==> config.mk <==
export PLATFORM = sky130hd
export DESIGN_NAME = note_lane_queue
export DESIGN_NICKNAME = d
export VERILOG_FILES = /design/src/rtl/note_lane_queue.sv
export SDC_FILE = /design/constraint.sdc
export NUM_CORES = 1
export LEC_CHECK = 0
export ABC_AREA = 1
export CAP_MARGIN = 20
export CORE_ASPECT_RATIO = 1.4
export CORE_MARGIN = 2
export CORE_UTILIZATION = 44
export CTS_CLUSTER_DIAMETER = 200
export DETAILED_ROUTE_END_ITERATION = 6
export PLACE_DENSITY = 0.76
export SYNTH_ARGS = -nofsm -noshare
export SYNTH_HDL_FRONTEND = slang
export SYNTH_SLANG_ARGS = --single-unit
==> constraint.sdc <==
create_clock -name clk -period 2 [get_ports clk]
set_input_delay 0.2 -clock clk [delete_from_list [all_inputs] [get_ports clk]]
set_output_delay 0.2 -clock clk [all_outputs]
set_load 0.01 [all_outputs]
==> src/rtl/note_lane_queue.sv <==
// note_lane_queue: per-lane circular note queues for a rhythm-game judge.
// Each lane keeps a ring of DEPTH note slots. A spawn allocates the slot at the
// head and a hit or expiry retires the slot at the tail. The queues are updated
// only on frame ticks, and every output is registered.
//
// Optional feature: define NOTE_LANE_SCORE_EN to build the combo and score
// accumulators. Without it, combo and score are tied to 0.
//
// Ports:
//   clk         system clock; all state changes on its rising edge
//   rst         asynchronous, active-low reset
//   tick        one-clk frame strobe that qualifies all queue events
//   spawn       per-lane request to allocate a note at the head
//   expired     per-lane: the oldest note passed the judgement window
//   good_hit    per-lane: the oldest note was hit in the good window
//   ok_hit      per-lane: the oldest note was hit in the ok window
//   slot_valid  bit [l*DEPTH+s] is set while slot s of lane l holds a note
//   init_valid  one-clk pulse per lane after a slot is allocated
//   init_idx    per-lane index of the slot just allocated
//   count       per-lane occupancy, 0..DEPTH
//   overflow    per-lane sticky flag: a spawn was dropped because the lane was full
//   judge_good, judge_ok, judge_miss   one-clk judgement pulses
//   combo       consecutive-hit count, saturating at 1023
//   score       accumulated score, saturating at 65535
module note_lane_queue #(
  parameter int unsigned LANES = 2,
  parameter int unsigned DEPTH = 8,
  parameter int unsigned PTR_W = 3
) (
  input  logic                       clk,
  input  logic                       rst,
  input  logic                       tick,
  input  logic [LANES-1:0]           spawn,
  input  logic [LANES-1:0]           expired,
  input  logic [LANES-1:0]           good_hit,
  input  logic [LANES-1:0]           ok_hit,
  output logic [LANES*DEPTH-1:0]     slot_valid,
  output logic [LANES-1:0]           init_valid,
  output logic [LANES*PTR_W-1:0]     init_idx,
  output logic [LANES*(PTR_W+1)-1:0] count,
  output logic [LANES-1:0]           overflow,
  output logic                       judge_good,
  output logic                       judge_ok,
  output logic                       judge_miss,
  output logic [9:0]                 combo,
  output logic [15:0]                score
);

  localparam int unsigned CW = PTR_W + 1;
  localparam logic [CW-1:0] FULL = CW'(DEPTH);

  // Low for the first clk edge after reset release, so a tick that coincides
  // with deassertion is discarded.
  logic live;
  logic go;

  logic [PTR_W-1:0] head [LANES];
  logic [PTR_W-1:0] tail [LANES];

  logic [LANES-1:0]       acc_spawn;
  logic [LANES-1:0]       acc_ret;
  logic [LANES-1:0]       ret_good;
  logic [LANES-1:0]       ret_ok;
  logic [LANES-1:0]       ret_miss;
  logic [LANES-1:0]       ovf_set;
  logic [LANES*DEPTH-1:0] slot_next;

  assign go = tick & live;

  // Clear the tail slot first, then set the head slot. When a full lane spawns
  // and retires in the same tick, head equals tail and the slot stays occupied.
  function automatic logic [DEPTH-1:0] lane_upd(
    input logic [DEPTH-1:0] v,
    input logic [PTR_W-1:0] t,
    input logic [PTR_W-1:0] h,
    input logic             r,
    input logic             s
  );
    logic [DEPTH-1:0] n;
    n = v;
    if (r) n[t] = 1'b0;
    if (s) n[h] = 1'b1;
    return n;
  endfunction

  // Per-lane event decode. Retire cause priority is good, then ok, then
  // expired. A full lane accepts a spawn only when it also retires a note.
  always_comb begin
    acc_spawn = '0;
    acc_ret   = '0;
    ret_good  = '0;
    ret_ok    = '0;
    ret_miss  = '0;
    ovf_set   = '0;
    slot_next = slot_valid;
    for (int l = 0; l < LANES; l++) begin
      acc_ret[l]   = go & (good_hit[l] | ok_hit[l] | expired[l])
                     & (count[l*CW +: CW] != '0);
      ret_good[l]  = acc_ret[l] & good_hit[l];
      ret_ok[l]    = acc_ret[l] & ~good_hit[l] & ok_hit[l];
      ret_miss[l]  = acc_ret[l] & ~good_hit[l] & ~ok_hit[l] & expired[l];
      acc_spawn[l] = go & spawn[l] & ((count[l*CW +: CW] != FULL) | acc_ret[l]);
      ovf_set[l]   = go & spawn[l] & (count[l*CW +: CW] == FULL) & ~acc_ret[l];
      slot_next[l*DEPTH +: DEPTH] = lane_upd(slot_valid[l*DEPTH +: DEPTH],
                                             tail[l], head[l],
                                             acc_ret[l], acc_spawn[l]);
    end
  end

  // Queue state, allocation pulses and judgement pulses.
  always_ff @(posedge clk or negedge rst) begin
    if (!rst) begin
      live       <= 1'b0;
      slot_valid <= '0;
      init_valid <= '0;
      init_idx   <= '0;
      count      <= '0;
      overflow   <= '0;
      judge_good <= 1'b0;
      judge_ok   <= 1'b0;
      judge_miss <= 1'b0;
      for (int l = 0; l < LANES; l++) begin
        head[l] <= '0;
        tail[l] <= '0;
      end
    end else begin
      live       <= 1'b1;
      slot_valid <= slot_next;
      init_valid <= acc_spawn;
      overflow   <= overflow | ovf_set;
      judge_good <= |ret_good;
      judge_ok   <= |ret_ok;
      judge_miss <= |ret_miss;
      for (int l = 0; l < LANES; l++) begin
        if (acc_spawn[l]) begin
          head[l]                      <= head[l] + PTR_W'(1);
          init_idx[l*PTR_W +: PTR_W]   <= head[l];
        end
        if (acc_ret[l]) tail[l] <= tail[l] + PTR_W'(1);
        if (acc_spawn[l] && !acc_ret[l])
          count[l*CW +: CW] <= count[l*CW +: CW] + CW'(1);
        else if (!acc_spawn[l] && acc_ret[l])
          count[l*CW +: CW] <= count[l*CW +: CW] - CW'(1);
      end
    end
  end

`ifdef NOTE_LANE_SCORE_EN
  localparam int unsigned NW = 4;

  logic [NW-1:0] n_good;
  logic [NW-1:0] n_ok;
  logic [10:0]   combo_sum;
  logic [16:0]   score_sum;

  // Count this tick's good and ok retires across lanes and form the
  // unsaturated next combo and score.
  always_comb begin
    n_good = '0;
    n_ok   = '0;
    for (int l = 0; l < LANES; l++) begin
      n_good = n_good + NW'(ret_good[l]);
      n_ok   = n_ok + NW'(ret_ok[l]);
    end
    combo_sum = {1'b0, combo} + 11'(n_good) + 11'(n_ok);
    score_sum = {1'b0, score} + 17'(n_good) * 17'd300 + 17'(n_ok) * 17'd100;
  end

  // Saturating accumulators. Any miss in a tick resets the combo.
  always_ff @(posedge clk or negedge rst) begin
    if (!rst) begin
      combo <= '0;
      score <= '0;
    end else begin
      if (|ret_miss)                combo <= '0;
      else if (combo_sum > 11'd1023) combo <= 10'd1023;
      else                          combo <= combo_sum[9:0];
      if (score_sum > 17'd65535) score <= 16'hFFFF;
      else                       score <= score_sum[15:0];
    end
  end
`else
  assign combo = '0;
  assign score = '0;
`endif

endmodule

; After elaboration in Yosys (flattened, before gate mapping)
; Cells that the tools add are included.
[classes]
n_bitwise = 42
n_lt_le_gt_ge = 8
addsub = 8
muxes = 16
n_reduce_logical = 19
n_eq_ne = 4
[op_table]
columns = operator, n
row1 = 2-to-1 mux 8 bit, 4
row2 = AND 1 bit, 23
row3 = AND 8 bit, 2
row4 = less-than comparator 3 x 4 -> 1 bit (second input constant), 4
row5 = 2-to-1 mux 4 bit, 4
row6 = NOT 8 bit, 2
row7 = OR 8 bit, 2
row8 = adder 3 x 1 -> 3 bit (second input constant), 4
row9 = demux 1 bit (select 3 bit), 4
row10 = >= comparator 3 x 1 -> 1 bit (second input constant), 4
row11 = adder 4 x 1 -> 4 bit (second input constant), 2
row12 = == test 4 bit (second input constant), 2
row13 = logical AND 1 bit, 8
row14 = != test 4 bit (second input constant), 2
row15 = nonzero test 4 bit, 2
row16 = subtractor 4 x 1 -> 4 bit (second input constant), 2
row17 = NOT 1 bit, 6
row18 = OR 1 bit, 6
row19 = OR reduction 2 bit, 3
row20 = zero test 1 bit, 4
row21 = 2-to-1 mux 1 bit, 4
row22 = nonzero test 2 bit, 2
row23 = OR 2 bit, 1
[totals]
output_inout_bits = 63
in_bits = 11
reg_bits = 50
elab_cells = 112

; Logic depth before layout (Yosys ltp)
; Gate-level depths: netlist of run 1.
[logic_depth]
word_depth = 10
mapped_depth = 16
mapped_depth_nobuf = 16

; Worst setup path after synthesis of run 1
; Ideal clock, no wire load.
[synth_path]
path_type = reg2reg
from = reg count[3]
to = reg count[3]
setup_ns = 0.116
path_stages_with_launch = 15
path_buffers = 0
t_arrival_ns = 1.886
period_less_slack_ns = 2.003
required_time_ns = 1.884
slack_ns = -0.003
path_cell_list = dfrtp_1 -> nand2_1 -> nor2_4 -> nand2_4 -> nand2_2 -> inv_1 -> ha_1 -> inv_1 -> ha_1 -> nand3_1 -> nand3_1 -> nand2_1 -> nand2_1 -> nand2_1 -> nand2_1
[synth_via]
elab_chain_len = 7
elab_cells_between_ends = 14
cone_classes = 2 x add/sub / 1 x eq/ne / 2 x mux / 3 x bitwise / 6 x reduce/logical
[synth_rtl]
columns = element, line
row1 = from (decl), 40  ; output logic [LANES*(PTR_W+1)-1:0] count,
row2 = "from (signal, indexed assignment)", 141  ; count[l*CW +: CW] <= count[l*CW +: CW] + CW'(1);
row3 = "from (signal, indexed assignment)", 143  ; count[l*CW +: CW] <= count[l*CW +: CW] - CW'(1);
row4 = nonzero test 4 bit, 98  ; & (count[l*CW +: CW] != '0);
row5 = AND 1 bit, 98
row6 = OR 1 bit (*), 102  ; acc_spawn[l] = go & spawn[l] & ((count[l*CW +: CW] != FULL) | acc_ret[l]);
row7 = AND 1 bit (*), 102
row8 = via acc_spawn[0], 60  ; logic [LANES-1:0] acc_spawn;
row9 = zero test 1 bit, 142  ; else if (!acc_spawn[l] && acc_ret[l])
row10 = logical AND 1 bit, 142
row11 = nonzero test 2 bit (no source line), n/a
; The timed path passes the listed nets; every way through them passes the cells marked *. The select of a mux whose other input is x is not followed.
; A chain may end at the register's enable or synchronous reset.

; Final worst setup path of run 1
[layout_path]
from = in tick
to = reg count[2]
[layout_via]
elab_chain_len = 8
elab_cells_between_ends = 12
cone_classes = 1 x mux / 6 x bitwise / 5 x reduce/logical
[layout_rtl]
columns = element, line
row1 = from (decl), 32  ; input logic tick,
row2 = AND 1 bit (*), 68  ; assign go = tick & live;
row3 = AND 1 bit, 97  ; acc_ret[l] = go & (good_hit[l] | ok_hit[l] | expired[l])
row4 = AND 1 bit, 98
row5 = OR 1 bit, 102
row6 = AND 1 bit (*), 102
row7 = via acc_spawn[0], 60
row8 = zero test 1 bit, 142
row9 = logical AND 1 bit, 142
row10 = nonzero test 2 bit (no source line), n/a
; The timed path passes the listed nets; every way through them passes the cells marked *.

==> results by group, run 1 <==
Floorplan
  • Die H: 99.3 um
  • Die area: 7160 um2
  • Initial core utilization: 45.7%
  • Die width: 72.1 um
  • I/O pins: 74
  • CORE AREA: between 6000 and 7000 um2
  • Number of core rows: 34

Critical path
  • CP Launch Type: input pin
  • Worst path cell trace: clkdlybuf4s50_1 -> nand2_2 -> inv_2 -> nand2_1 -> nand2_4 -> nand2_2 -> inv_1 -> ha_2 -> inv_2 -> fa_1 -> xnor2_1 -> o21ai_0
  • Critical path class: in2reg
  • Crit-path max FO: 4
  • CP arrival: between 2 and 2.5 ns
  • Reg2reg setup slack: approximately 0.11 ns
  • Critical path's slowest cell: clkdlybuf4s50_1
  • CP required: around 2.2 ns
  • CP peak stage delay: 0.48 ns
  • Critical Path End Type: flip-flop

STA
  • Post-layout min period: between 1.5 and 2 ns
  • Fmax achieved: slightly above 0.5 GHz
  • Final hold violation count: 0
  • Fin Setup TNS: 0 ns
  • Worst clock skew: slightly above 0.009 ns
  • Final setup viols: 0
  • Final period util: 96.2%
  • Max-slew violations: 0

Global route
  • Gr usage total: 17.1%
  • Vias in the first global route: 2158
  • Initial antenna violation count: 0
  • Grt total ovfl: 0
  • First-pass GRT wire length: a little under 10000 um
  • Largest net degree at the start of global routing: 34

Job
  • Max Cap Viol: 0

Min path
  • Worst min path class: in2async

Finish
  • Layout area overhead: 27.0%
  • Design area: 3620 um2
  • Most frequent cells in the layout: nand2_1, dfrtp_1, clkdlybuf4s50_1, inv_1
  • Leading cell type in the layout, fill and taps excluded: nand2_1
  • Share of cells above drive strength 1: 15.9%
  • Number of diodes: 0
  • # nets final: about 440

Synthesis
  • Mapped Avg Cell Area: 8.35 um2
  • Synth Instances: 342
  • Sequential fraction of the synthesis area: 43.8%
  • Post-synthesis register bit count: 50
  • Synth cell types: 25
  • Mapped Area: 2860 um2
  • Ys Warns: 0

Power and ir drop
  • Pwr Density: about 1400 nW/um2
  • Leakage power: 1.87 nW
  • Design Power: 5.01 mW
  • Peak VDD IR: 524 uV

Clocking
  • CTS Buffer Depth: 2
  • Num Clock Sinks: 50
  • CTS Buf Count: 5
  • Worst skew pair latency: 0.31 ns
  • Worst-path clk slew: 0.09 ns
  • CTS tree: yes
  • Root buf cell: clkbuf_8
  • CTS H-tree depth: 2

Drt
  • Routed Antenna Nets: 0
  • Detailed Routing Iterations Pass 1: 5
  • Routed vias/inst: 4.79
  • First DRT Iteration DRCs: between 150 and 200
  • Routed WL: 5890 um
  • Wire length per cell: ~12 um
  • DRC Markers: 0
  • Via count: 2332

Run status
  • Outcome: complete, no violations

Placed design
  • DP Area: 3430 um2
  • # port buffers: 47
  • RD Place Congestion: 0.877
  • Final HPWL DP: 4440 um
[kinds of logic (layout without fill, tap and decap cells)]
| group | Yosys count | in the layout | synth area share, % |
|---|---|---|---|
| buffers and inverters | 76 | 124 | 14.9 |
| adders and majority gates | 12 | 12 | 5.78 |
| other | 2 | 27 | 0.263 |
| xor gates and xnor gates | 14 | 14 | 4.29 |
| AOI/OAI and AO/OA | 27 | 27 | 5.00 |
| DFF | 50 | 50 | 43.8 |
| and+or+nand+nor | 161 | 161 | 25.9 |
[critical path: cells and delay by family]
family | cells | cell delay [ns]
compound gates | 1 | 0.11
xor+xnor | 1 | 0.18
fa+ha+maj | 2 | 0.57
buf+inv | 4 | 0.72
simple gates | 4 | 0.33
[sequential cells by signal, indices dropped and copies added, names as in the netlist]
register,flops
slot_valid,16
count,8
head,6
init_idx,6
tail,6
init_valid,2
overflow,2
judge_good,1
judge_miss,1
judge_ok,1
live,1
[power by group]
group	internal, mW	switching [mW]	leakage, nW
clock network	0.373	0.341	0.0514
logic	1.25	1.23	1.19
registers	1.43	0.390	0.630
total	3.05	1.96	1.87
[final timing paths]
path / start / to / cells past startpoint
worst min-delay path: rst / count[1]$_DFFE_PN0P_ / 2
worst max-delay path: tick / count[2]$_DFFE_PN0P_ / 12
max in group asynchronous: rst / head[3]$_DFFE_PN0N_ / 3
min in group clk: ok_hit[0] / judge_ok$_DFF_PN0_ / 3
worst max register to register: live$_DFF_PN0_ / count[2]$_DFFE_PN0P_ / 11
worst min register to register: init_idx[5]$_DFFE_PN0N_ / init_idx[5]$_DFFE_PN0N_ / 2
[Yosys cell counts, drive strengths merged]
master,number,area (um2)
nand2,95,377
dfrtp,50,1250
inv,40,150
buf,34,269
nand3,28,160
o21ai,24,120
nor2,22,103
nand4,16,100
ha,10,125
xnor2,8,70.1
xor2,6,52.6
a31o,2,17.5
clkbuf,2,7.51
conb,2,7.51
fa,2,40.0
a21oi,1,5.00
[layer usage]
layer	GRT usage (%)	share of wire, %	vias to the layer above
met1	21.2	42	1080
met5	0	0	-
met2	28.9	51	68
met4	7.40	1.6	0
met3	2.94	5.2	9
li1	-	-	1175
[per-stage QoR]
stage / hold WS [ns] / std cells / util [%] / worst slack (ns)
floorplan: -0.0956 / 367 / - / 0.00298
global placement: 0.159 / 475 / 54.9 / -0.215
detailed placement: 0.167 / 475 / 54.9 / -0.306
CTS: 0.376 / 484 / 56.8 / 0.00991
global route: 0.406 / 487 / 58.0 / -0.00248
finish: 0.375 / 487 / 58.0 / 0.0757
[final cells by class]
cell class                 instances  area (um2)
timing repair buffer              76         698
sequential                        50        1250
tap                               72        90.1
multi-input combinational        241        1320
inverter                          40         150
clock buffer                       6        72.6
clock inverter                     2        37.5
fill                             586        2630
[repair_timing]
action / 4_1_cts / 5_1_grt
setup endpoints to repair: 0 / 6
endpoints found under the hold margin: 17 / 0
buffers inserted: 0 / 3
hold buffers: 1 / 0
gates resized for setup: 0 / 12
Note: power is estimated with default switching activity, not from simulation.
==> run 2, diff against run 1 <==
MAX_ROUTING_LAYER = met4   (was not set)
==> run 2 against run 1 <==
  * Global-route usage up 0.52 points
  * Core utilization unchanged
  * Via count up 1.2%
  * Wire length up 0.20%
  * Register-to-register slack about the same
  * Critical path depth unchanged
  * Sequential share of layout area unchanged
  * Highest routed layer unchanged
==> results by group, run 2 (synthesized netlist as in run 1, its figures left out) <==
Finish
  • Number of diodes: 0
  • Post-layout util: 58.0%
  • Largest register FFs: 16
  • Leading cell type in the layout, fill and taps excluded: nand2_1
  • # nets final: 437
  • Regs by FF count: slot_valid x16, count x8
  • Filler Cell Count: 586
  • Most frequent cells in the layout: nand2_1, dfrtp_1, clkdlybuf4s50_1, inv_1
  • Share of cells above drive strength 1: 15.9%
  • Most flops, register: slot_valid
  • Layout area overhead: 27.0%

Job
  • Max Cap Viol: 0

Critical path
  • Terminus of the critical flop-to-flop path: count[2]$_DFFE_PN0P_
  • Crit. Startpoint: tick
  • CP Launch Type: input pin
  • Setup crit end: count[2]$_DFFE_PN0P_
  • Reg2Reg Depth: 11
  • CP required: 2.19 ns
  • Reg2reg setup slack: 0.11 ns
  • Critical Path End Type: flip-flop
  • Crit-path max FO: 4
  • Critical path class: in2reg
  • CP arrival: roughly 2.1 ns
  • R2R Path Start: live$_DFF_PN0_

Drt
  • DRC Markers: 0
  • Detailed Routing Iterations Pass 1: 4
  • Wire length per cell: 12.1 um
  • Routed WL: around 6000 um
  • Routed Antenna Nets: 0
  • Via count: 2360
  • First DRT Iteration DRCs: 169
  • Routed vias/inst: 4.85

Placed design
  • Pre-CTS WS: -0.306 ns
  • Final HPWL DP: approximately 4400 um
  • # port buffers: 47
  • RD Place Congestion: 0.892

Power and ir drop
  • Sw Ratio: 39.1%
  • P_int: 3.05 mW
  • Flop pwr share: 36.3%
  • Design Power: ~5.0 mW
  • Leakage power: 1.87 nW
  • Pwr Density: 1380 nW/um2
  • Clock share of power: 14.3%
  • Peak VDD IR: about 520 uV
  • Comb power frac: just under 50%
  • Switching power: between 1.5 and 2 mW

Global route
  • Gr usage total: between 10% and 20%
  • Vias in the first global route: 2155
  • Met1 usage: ~21%
  • Largest net degree at the start of global routing: 34
  • Grt total ovfl: 0
  • Initial antenna violation count: 0
  • GRT busiest layer: met2
  • First-pass GRT wire length: 9670 um
  • Grt met3 use: 2.63%
  • Met2 GRT Util: between 20% and 30%

Clocking
  • Worst-path clk slew: 0.09 ns
  • CTS Buf Count: 5
  • Root buf cell: clkbuf_8
  • Num Clock Sinks: 50
  • Worst skew pair latency: just over 0.3 ns
  • CTS tree: yes
  • CTS H-tree depth: 2
  • CTS Buffer Depth: 2

STA
  • Final setup viols: 0
  • Post-route setup slack: 0.0759 ns
  • Final hold violation count: 0
  • Worst clock skew: 0.00878 ns
  • Post-layout min period: between 1.5 and 2 ns
  • Fin Setup TNS: 0 ns
  • Fmax achieved: 0.520 GHz
  • Max-slew violations: 0
  • Final period util: between 90% and 100%

Min path
  • Worst min path class: in2async

Floorplan
  • I/O pins: 74
  • Number of core rows: 34
  • Die H: 99.3 um
  • Die width: 72.1 um
  • Die area: 7160 um2
  • Initial core utilization: 45.7%
  • CORE AREA: 6250 um2

Run status
  • Outcome: complete, no violations
==> run 2: cell counts in the layout (fill, tap and decap cells not counted) <==
Identical to the previous run, type by type.
==> run 2: per-stage QoR <==
step	cells	hold slack [ns]	area, um2
after floorplan	367	-0.0956	2950
after global placement	475	0.159	3430
after detailed placement	475	0.167	3430
after CTS	484	0.376	3550
after global routing	487	0.406	3620
final	487	0.375	3620
==> run 2: how the worst min path moves through the flow <==
stage | cells after the start | from | endpoint | slack [ns]
after floorplan | 0 | rst | count[0]$_DFFE_PN0P_ | -0.1
after global placement | 1 | rst | judge_miss$_DFF_PN0_ | 0.16
after detailed placement | 1 | rst | init_idx[4]$_DFFE_PN0N_ | 0.17
after CTS | 2 | rst | init_idx[2]$_DFFE_PN0N_ | 0.38
after global routing | 2 | rst | init_idx[2]$_DFFE_PN0N_ | 0.41
final | 2 | rst | count[1]$_DFFE_PN0P_ | 0.38
==> run 2: worst max-delay path: stages <==
cell and delay, ns:
clkdlybuf4s50_1 0.48, nand2_2 0.09, inv_2 0.09, nand2_1 0.11, nand2_4 0.08, nand2_2 0.05
inv_1 0.07, ha_2 0.20, inv_2 0.07, fa_1 0.37, xnor2_1 0.18, o21ai_0 0.11
==> run 2: power groups by stage <==
stage          combinational, mW  sequential, mW  clock [mW]
5_1_grt                     2.76            1.89       0.778
3_3_place_gp                2.29            1.84           0
4_1_cts                     2.38            1.84       0.729
2_1_floorplan               1.29            1.91           0
6_report                    2.48            1.82       0.716
3_5_place_dp                2.37            1.86           0
==> run 2: layer usage <==
| layer | routed length [um] | vias to the layer above |
|---|---|---|
| li1 | - | 1174 |
| met1 | 2510 | 1099 |
| met2 | 3000 | 78 |
| met3 | 290 | 9 |
| met4 | 99 | 0 |
| met5 | 0 | - |
==> run 2: timing repair <==
action | CTS | global route
hold buffers | 1 | 0
hold endpoints to repair | 17 | 0
endpoints found under the setup margin | 0 | 6
resized for setup | 0 | 12
buffers inserted | 0 | 3
==> run 2: layout make-up <==
cell class | instances | area [um2] | share of cell area, %
Sequential cell | 50 | 1250 | 34.6
Inverter | 40 | 150 | 4.14
Clock inverter | 2 | 37.5 | 1.04
Clock buffer | 6 | 72.6 | 2.00
Multi-Input combinational cell | 241 | 1320 | 36.5
Timing Repair Buffer | 76 | 698 | 19.3
Tap cell | 72 | 90.1 | 2.49
